## src/rtl/ghost_move_scheduler.sv

```systemverilog
// rtl/ghost_move_scheduler.sv - round-robin ghost move scheduler over one shared probe/distance/select datapath
module ghost_move_scheduler #(
  parameter int NUM_GHOSTS = 4,
  parameter int ID_W       = 2
) (
  input  logic                    clk_i,
  input  logic                    resetn_i,
  input  logic                    tick_i,
  input  logic [NUM_GHOSTS-1:0]   ghost_req_i,
  input  logic [16*NUM_GHOSTS-1:0] ghost_loc_i,
  input  logic [16*NUM_GHOSTS-1:0] target_loc_i,
  input  logic [2*NUM_GHOSTS-1:0] prev_dir_i,
  input  logic [NUM_GHOSTS-1:0]   fright_i,
  input  logic [1:0]              rand_dir_i,
  output logic                    wall_rd_o,
  output logic [15:0]             wall_addr_o,
  input  logic                    wall_clear_i,
  output logic                    busy_o,
  output logic                    move_valid_o,
  output logic [ID_W-1:0]         move_id_o,
  output logic [15:0]             move_dir_o,
  output logic [15:0]             move_loc_o,
  output logic [1:0]              move_idx_o,
  output logic                    round_done_o,
  output logic                    overrun_o
);

  typedef enum logic [2:0] {
    S_IDLE, S_SELECT, S_PROBE, S_EVAL, S_EMIT, S_DONE
  } state_t;

  state_t                state_q;
  logic [NUM_GHOSTS-1:0] pend_q;
  logic [ID_W-1:0]       rr_ptr_q, grant_q;
  logic [15:0]           g_loc_q, tgt_q;
  logic [1:0]            prev_q;
  logic                  fright_q;
  logic [2:0]            pcnt_q;
  logic [3:0]            clear_q;
  logic                  wall_rd_q, busy_q, move_valid_q, round_done_q, overrun_q;
  logic [15:0]           wall_addr_q, move_dir_q, move_loc_q;
  logic [ID_W-1:0]       move_id_q;
  logic [1:0]            move_idx_q;

  logic [ID_W-1:0]       grant_d;
  logic [15:0]           sel_loc_d, sel_tgt_d;
  logic [1:0]            sel_prev_d;
  logic                  sel_fright_d;
  logic [3:0]            cand_d;
  logic [16:0]           dist_d [4];
  logic [1:0]            pick_d;
  logic                  found_d;

  // Neighbour tile: per-byte wrap so tunnels work and x/y never carry into each other.
  function automatic logic [15:0] nbr(input logic [15:0] loc, input logic [1:0] d);
    case (d)
      2'd0:    nbr = {loc[15:8] - 8'd1, loc[7:0]};
      2'd1:    nbr = {loc[15:8] + 8'd1, loc[7:0]};
      2'd2:    nbr = {loc[15:8], loc[7:0] + 8'd1};
      default: nbr = {loc[15:8], loc[7:0] - 8'd1};
    endcase
  endfunction

  function automatic logic [15:0] dir_vec(input logic [1:0] d);
    case (d)
      2'd0:    dir_vec = 16'hFF00;
      2'd1:    dir_vec = 16'h0100;
      2'd2:    dir_vec = 16'h0001;
      default: dir_vec = 16'h00FF;
    endcase
  endfunction

  function automatic logic [16:0] sqdist(input logic [15:0] a, input logic [15:0] b);
    logic [7:0] dx, dy;
    dx = (a[15:8] > b[15:8]) ? a[15:8] - b[15:8] : b[15:8] - a[15:8];
    dy = (a[7:0] > b[7:0]) ? a[7:0] - b[7:0] : b[7:0] - a[7:0];
    sqdist = 17'(dx) * 17'(dx) + 17'(dy) * 17'(dy);
  endfunction

  // Chase tie priority order U, L, D, R.
  function automatic logic [1:0] prio(input int k);
    case (k)
      0:       prio = 2'd3;
      1:       prio = 2'd0;
      2:       prio = 2'd2;
      default: prio = 2'd1;
    endcase
  endfunction

  always_comb begin
    grant_d = '0;
    for (int k = NUM_GHOSTS - 1; k >= 0; k--) begin
      if (pend_q[(int'(rr_ptr_q) + k) % NUM_GHOSTS])
        grant_d = ID_W'((int'(rr_ptr_q) + k) % NUM_GHOSTS);
    end
    sel_loc_d    = ghost_loc_i[16*int'(grant_d) +: 16];
    sel_tgt_d    = target_loc_i[16*int'(grant_d) +: 16];
    sel_prev_d   = prev_dir_i[2*int'(grant_d) +: 2];
    sel_fright_d = fright_i[grant_d];
  end

  always_comb begin
    logic [16:0] best;
    logic [1:0]  d;
    best    = 17'h1FFFF;
    pick_d  = 2'd0;
    found_d = 1'b0;
    for (int i = 0; i < 4; i++)
      dist_d[i] = clear_q[i] ? sqdist(nbr(g_loc_q, 2'(i)), tgt_q) : 17'h1FFFF;
    cand_d = clear_q & ~(4'b0001 << (prev_q ^ 2'd1));
    if (cand_d == 4'd0)
      cand_d = clear_q & (4'b0001 << (prev_q ^ 2'd1));
    if (fright_q) begin
      for (int k = 3; k >= 0; k--) begin
        d = rand_dir_i + 2'(k);
        if (cand_d[d]) begin
          pick_d  = d;
          found_d = 1'b1;
        end
      end
    end else begin
      for (int k = 0; k < 4; k++) begin
        d = prio(k);
        if (cand_d[d] && (!found_d || dist_d[d] < best)) begin
          best    = dist_d[d];
          pick_d  = d;
          found_d = 1'b1;
        end
      end
    end
  end

  always_ff @(posedge clk_i) begin
    if (!resetn_i) begin
      state_q      <= S_IDLE;
      pend_q       <= '0;
      rr_ptr_q     <= '0;
      grant_q      <= '0;
      g_loc_q      <= '0;
      tgt_q        <= '0;
      prev_q       <= '0;
      fright_q     <= 1'b0;
      pcnt_q       <= '0;
      clear_q      <= '0;
      wall_rd_q    <= 1'b0;
      wall_addr_q  <= '0;
      busy_q       <= 1'b0;
      move_valid_q <= 1'b0;
      move_id_q    <= '0;
      move_dir_q   <= '0;
      move_loc_q   <= '0;
      move_idx_q   <= '0;
      round_done_q <= 1'b0;
      overrun_q    <= 1'b0;
    end else begin
      move_valid_q <= 1'b0;
      round_done_q <= 1'b0;
      if (tick_i && state_q != S_IDLE)
        overrun_q <= 1'b1;
      case (state_q)
        S_IDLE: if (tick_i) begin
          pend_q <= ghost_req_i;
          if (ghost_req_i == '0) begin
            round_done_q <= 1'b1;
          end else begin
            busy_q  <= 1'b1;
            state_q <= S_SELECT;
          end
        end
        S_SELECT: begin
          grant_q         <= grant_d;
          pend_q[grant_d] <= 1'b0;
          g_loc_q         <= sel_loc_d;
          tgt_q           <= sel_tgt_d;
          prev_q          <= sel_prev_d;
          fright_q        <= sel_fright_d;
          wall_rd_q       <= 1'b1;
          wall_addr_q     <= nbr(sel_loc_d, 2'd0);
          pcnt_q          <= '0;
          clear_q         <= '0;
          state_q         <= S_PROBE;
        end
        S_PROBE: begin
          // RAM answers one cycle late, so cycle p captures the tile probed in p-1.
          if (pcnt_q != 3'd0)
            clear_q[pcnt_q[1:0] - 2'd1] <= wall_clear_i;
          if (pcnt_q < 3'd3)
            wall_addr_q <= nbr(g_loc_q, pcnt_q[1:0] + 2'd1);
          else
            wall_rd_q <= 1'b0;
          if (pcnt_q == 3'd4)
            state_q <= S_EVAL;
          else
            pcnt_q <= pcnt_q + 3'd1;
        end
        S_EVAL: begin
          move_valid_q <= 1'b1;
          move_id_q    <= grant_q;
          move_dir_q   <= found_d ? dir_vec(pick_d) : 16'h0000;
          move_loc_q   <= found_d ? nbr(g_loc_q, pick_d) : g_loc_q;
          move_idx_q   <= found_d ? pick_d : 2'd0;
          state_q      <= S_EMIT;
        end
        S_EMIT: begin
          if (pend_q != '0) begin
            state_q <= S_SELECT;
          end else begin
            round_done_q <= 1'b1;
            state_q      <= S_DONE;
          end
        end
        default: begin
          rr_ptr_q <= (rr_ptr_q == ID_W'(NUM_GHOSTS - 1)) ? '0 : rr_ptr_q + 1'b1;
          busy_q   <= 1'b0;
          state_q  <= S_IDLE;
        end
      endcase
    end
  end

  assign wall_rd_o    = wall_rd_q;
  assign wall_addr_o  = wall_addr_q;
  assign busy_o       = busy_q;
  assign move_valid_o = move_valid_q;
  assign move_id_o    = move_id_q;
  assign move_dir_o   = move_dir_q;
  assign move_loc_o   = move_loc_q;
  assign move_idx_o   = move_idx_q;
  assign round_done_o = round_done_q;
  assign overrun_o    = overrun_q;

endmodule

```

## config.mk

```make
export PLATFORM = sky130hd
export DESIGN_NAME = ghost_move_scheduler
export DESIGN_NICKNAME = d
export VERILOG_FILES = /design/src/rtl/ghost_move_scheduler.sv
export SDC_FILE = /design/constraint.sdc
export NUM_CORES = 1
export LEC_CHECK = 0
export BUFFER_PORTS_ARGS = -buffer_cell sky130_fd_sc_hd__buf_2
export CORE_UTILIZATION = 30
export DETAILED_ROUTE_END_ITERATION = 8
export PLACE_DENSITY_LB_ADDON = 0.08
export SYNTH_ARGS = -nofsm -noshare
export SYNTH_HDL_FRONTEND = slang
export SYNTH_SLANG_ARGS = --single-unit
```

## constraint.sdc

```tcl
create_clock -name clk_i -period 38.9 [get_ports clk_i]
set_input_delay 1.945 -clock clk_i [delete_from_list [all_inputs] [get_ports clk_i]]
set_output_delay 1.945 -clock clk_i [all_outputs]
set_load 0.01 [all_outputs]
```

==> results.yml, run 1 <==
run_status:
  status: "finished, final reports clean"
timing:
  max_freq_ghz: 0.0516
  timing.setup.tns_ns: 0
  hold_viol_final: 0
  slew_violations: 0
  final.min_clock_period_ns: 19.37
  rsz0062_at_grt: "no"
  skew_ns: 0.0132
  slew_headroom_pct: 18.7
  worst_slew_pin_slew_ns: 1.19
  fin_crit_sh_pct: 49.8
  finalSetupViolations: 0
synthesis:
  syn_area_mm2: 0.0231
  yosysSeqAreaShare_pct: 8.48
  netlist_top_cells_area: "fa_1, ha_1, dfxtp_1, inv_1, nand2_1"
  syn_inst: 3010
  synth-warning-count: 0
  synth_edf_count: 0
  async_flop_share_pct: 0
  synth-seq-cells: 98
  yosysTopAreaCell: "fa_1"
  ys_types: 81
  syn_avg_cell_area_um2: 7.68
  synth_top_area_share_pct: 19.2
  synthFlopType: "dfxtp_1"
  synth_fp_nets: 3718
cts:
  cts_max_level: 3
  cts_hold_buf: 0
  cts_buffers: 9
  cts_sinks: 98
  insertion_delay_ns: 0.37
  clk_pin_slew_ns: 0.08
  cts_resized: 0
  cts_buffer_depth: 2
  cts_root_buf: "clkbuf_16"
  cts_tree: "done"
  post_cts_buffers: 0
global_route:
  antenna_found_initial: 1
  grt_pass1_vias: 21700
  grt_usage_pct: 20.0
  grt_max_degree: 63
  grt_first_pass_wirelength_um: 122000
  overflow: 0
min_path:
  hp-class: "reg -> reg"
  whs_endpoint: "wall_addr_o[13]"
  min_delay_path_depth: 2
  worstHoldStart: "wall_addr_o[13]"
critical_path:
  r2r_end: "move_loc_o[5]"
  cp-end-kind: "flip-flop"
  cp_slowest_stage_delay_ns: 0.93
  cpMostUsedCell: "inv_1"
  worst-path-buf-inv: 14
  cp_max_fo: 23
  regToRegSetupSlack_ns: 19.53
  rr_startpoint: "g_loc_q[8]"
  start_kind: "flip-flop"
  r2r_cells: 66
  cp_top_family: "adder cells"
  cp.required_ns: 39.17
  crit_slowest_cell: "o211ai_2"
  cp_data_arrival_time_ns: 19.64
  path_class: "reg -> reg"
job:
  maxCapViolations: 0
drt:
  drtPass1Iterations: 5
  routed_wl_um: 77600
  initialDrtViolationCount: 931
  antenna_left: 0
  drc: 0
  via_count: 20600
  post_drt_via_cell_ratio: 4.94
  post_drt_wl_per_cell_um: 18.6
floorplan:
  io_pins: 207
  dieWidth_um: 280
  die_area_mm2: 0.0782
  die_y_um: 280
  row_count: 101
  core_mm2: 0.0761
  start_util_pct: 30.4
final_layout:
  design_area_mm2: 0.0255
  areaGrowthSynthToFinish_pct: 10.5
  fillers: 8298
  nets: 3851
  drive_above_1_share_pct: 11.0
  num_antenna_cells: 0
  final_cells: 4178
place:
  placedCellCount: 4162
  hpwl_um: 66700
  gp_congestion: 0.889
  port_buffers: 206
  place_area_mm2: 0.0252
==> placed cells by master, fill, tap and decap left out, drive strengths merged, types with 53 or more instances in the layout <==
cell type	netlist	layout
a21oi	154	154
xnor2	108	108
inv	475	477
o21ai	111	111
nor2	244	244
mux2i	53	53
xor2	57	57
nand3	100	100
nor3	60	60
fa	222	222
nand2	373	373
buf	32	248
dfxtp	98	98
ha	336	336
==> synthesized netlist by cell type (26+ instances only) <==
cell type,count
inv_1,472
nand2_1,373
ha_1,336
nor2_1,244
fa_1,222
a21oi_1,154
o21ai_0,108
xnor2_1,107
nand3_1,100
dfxtp_1,98
clkbuf_1,94
nor3_1,59
xor2_1,57
mux2i_1,53
nand2b_1,40
mux2_2,34
a21o_1,31
a211oi_1,28
and2_1,26
or2_2,26
==> final cells by class <==
cell class / instances / area (um2) / area share, %
repair buffers: 248 / 1350 / 5.27
well taps: 1030 / 1290 / 5.04
multi-input cells: 2309 / 18800 / 73.8
clock buffers: 9 / 225 / 0.882
clock inverters: 7 / 87.6 / 0.343
flip-flops and latches: 98 / 1960 / 7.68
inverters: 477 / 1790 / 7.01
==> kinds of logic after synthesis <==
| family | synth area share, % |
|---|---|
| mux | 4.11 |
| compound gates | 14.1 |
| flops | 8.48 |
| buf+inv | 10.1 |
| fa+ha+maj | 37.4 |
| xor+xnor | 6.28 |
| simple gates | 19.5 |
==> routing by layer <==
layer  vias to the layer above  routed length (um)  global-route usage [%]
met5                         -                  13                       0
met4                         2                2240                    6.18
met3                        90                3290                    2.40
met2                       458               38300                    36.1
met1                      9886               33700                    24.7
li1                      10200                   -                       -
==> worst reg2reg max path: cells and delay by family (launching register included) <==
kind,cells,cell delay (ns)
adders and majority gates,13,5.38
AOI/OAI and AO/OA,18,5.09
and+or+nand+nor,13,3.12
buffers and inverters,14,2.64
muxes,4,1.42
xor gates and xnor gates,4,1.05
DFF,1,0.59
==> state kept, by name, summed over array words and instances (netlist names), 2 cells and up <==
| register | cells |
|---|---|
| state_q | 3 |
| rr_ptr_q | 2 |
| g_loc_q | 16 |
| move_loc_o | 16 |
| wall_addr_o | 16 |
| prev_q | 2 |
| move_dir_o | 4 |
| pend_q | 4 |
| tgt_q | 16 |
| move_idx_o | 2 |
| clear_q | 4 |
| move_id_o | 2 |
| pcnt_q | 3 |
| grant_q | 2 |
==> how the worst max path moves through the flow <==
stage	from	to	cells past startpoint
finish	g_loc_q[8]	move_loc_o[5]	66
global route	g_loc_q[8]	move_loc_o[5]	66
CTS	g_loc_q[8]	move_loc_o[5]	66
detailed placement	g_loc_q[8]	move_loc_o[5]	66
global placement	g_loc_q[8]	move_loc_o[5]	66
floorplan	g_loc_q[8]	move_loc_o[5]	68
==> through the flow <==
step                      util (%)  hold WS (ns)  setup WS (ns)
after floorplan                  -         0.432          22.65
after global placement        33.2         0.443          20.19
after detailed placement      33.2         0.447          19.64
after CTS                     33.6         0.460          19.55
after global routing          33.6         0.469          18.19
final                         33.6         0.457          19.53
Power of run 1 is not shown: default switching activity piles up to over one toggle a cycle in this logic, so the estimate is an artifact.
==> run 2, diff against run 1 <==
Clock period 38.9 ns to 20.2 ns, I/O delays scaled along.
==> results.yml, run 2 (synthesized netlist as in run 1, its figures left out) <==
final_layout:
  final_cell_mix: "inv_1, nand2_1, ha_1"
  drive_above_1_share_pct: 11.2
  nets: 3854
  areaGrowthSynthToFinish_pct: 10.5
  num_antenna_cells: 0
  layout_commonest_cell: "inv_1"
critical_path:
  critical_path.startpoint: "g_loc_q[8]"
  regToRegSetupSlack_ns: 1.72
  cp_data_arrival_time_ns: 18.79
  cpMostUsedCell: "inv_1"
  rr_startpoint: "g_loc_q[8]"
  cp_max_fo: 23
  cp.required_ns: 20.51
  cp-end-kind: "flip-flop"
  r2r_end: "move_loc_o[11]"
  start_kind: "flip-flop"
  cp_slowest_stage_delay_ns: 0.67
  path_class: "reg -> reg"
  crit_slowest_cell: "o211ai_4"
  r2r_cells: 64
timing:
  hold_viol_final: 0
  timing.setup.tns_ns: 0
  slew_violations: 0
  worst_slew_pin_slew_ns: 1.25
  max_freq_ghz: 0.0541
  slew_headroom_pct: 14.3
  final.min_clock_period_ns: 18.48
  fin_crit_sh_pct: 91.5
  rsz0062_at_grt: "no"
  skew_ns: 0.0115
  finalSetupViolations: 0
global_route:
  antenna_found_initial: 1
  grt_pass1_vias: 21500
  grt_usage_pct: 19.8
  overflow: 0
  grt_first_pass_wirelength_um: 122000
  grt_max_degree: 74
floorplan:
  die_area_mm2: 0.0782
  dieWidth_um: 280
  start_util_pct: 30.4
  core_mm2: 0.0761
  io_pins: 207
  die_y_um: 280
  row_count: 101
place:
  hpwl_um: 65600
  gp_congestion: 0.906
  port_buffers: 206
drt:
  drc: 0
  via_count: 20600
  routed_wl_um: 76500
  initialDrtViolationCount: 896
  met2_length_um: 38500
  met3_length_um: 2690
  wl_met1_um: 34000
  post_drt_wl_per_cell_um: 18.3
  drtPass1Iterations: 7
  antenna_left: 0
  post_drt_via_cell_ratio: 4.94
  dr.max_layer_used: "met5"
cts:
  cts_sinks: 98
  cts_tree: "done"
  cts_root_buf: "clkbuf_16"
  cts_hold_buf: 0
  insertion_delay_ns: 0.37
  cts_buffer_depth: 2
  cts_buffers: 9
  clk_pin_slew_ns: 0.07
  cts_max_level: 3
min_path:
  min_delay_path_depth: 2
  whs_endpoint: "move_id_o[1]"
  worstHoldStart: "grant_q[1]"
  hp-class: "reg -> reg"
run_status:
  status: "finished, final reports clean"
job:
  maxCapViolations: 0
-- run 2: metal layers --
layer / vias up / track usage, %
met5: - / 0
met4: 2 / 4.01
met3: 56 / 1.76
met2: 438 / 36.8
met1: 9955 / 24.7
li1: 10200 / -
-- run 2: repair_timing --
item | CTS | global route
setup endpoints to repair | 0 | 20
resized for setup | 0 | 4
buffers inserted | 0 | 0
-- run 2: stage by stage --
step	hold slack [ns]	util, %	setup WS (ns)	instance area [um2]	instances
2_1_floorplan	0.432	-	3.95	23100	3010
3_3_place_gp	0.442	33.2	1.50	25300	4165
3_5_place_dp	0.441	33.2	1.18	25300	4165
4_1_cts	0.463	33.6	1.05	25500	4181
5_1_grt	0.491	33.6	0.124	25600	4181
6_report	0.456	33.6	1.72	25600	4181
-- run 2: final cells by class --
class | instances | area (um2)
Clock buffer | 10 | 239
Timing Repair Buffer | 251 | 1370
Fill cell | 8362 | 50500
Tap cell | 1030 | 1290
Inverter | 477 | 1790
Clock inverter | 6 | 41.3
Sequential cell | 98 | 1960
Multi-Input combinational cell | 2309 | 18900
-- run 2: critical path: cells and delay by family, from the launching register on --
| kind | cells | cell delay, ns |
|---|---|---|
| compound gates | 19 | 5.33 |
| xor+xnor | 4 | 0.89 |
| fa+ha+maj | 13 | 5.39 |
| buf+inv | 12 | 2.06 |
| flops | 1 | 0.62 |
| mux | 4 | 1.43 |
| simple gates | 12 | 2.64 |
-- run 2: worst max-delay path by stage --
stage,end
after floorplan,move_loc_o[5]
final,move_loc_o[11]
after detailed placement,move_dir_o[14]
after global routing,move_loc_o[11]
after CTS,move_loc_o[11]
after global placement,move_dir_o[14]
Power of run 2 is left out for the same reason.
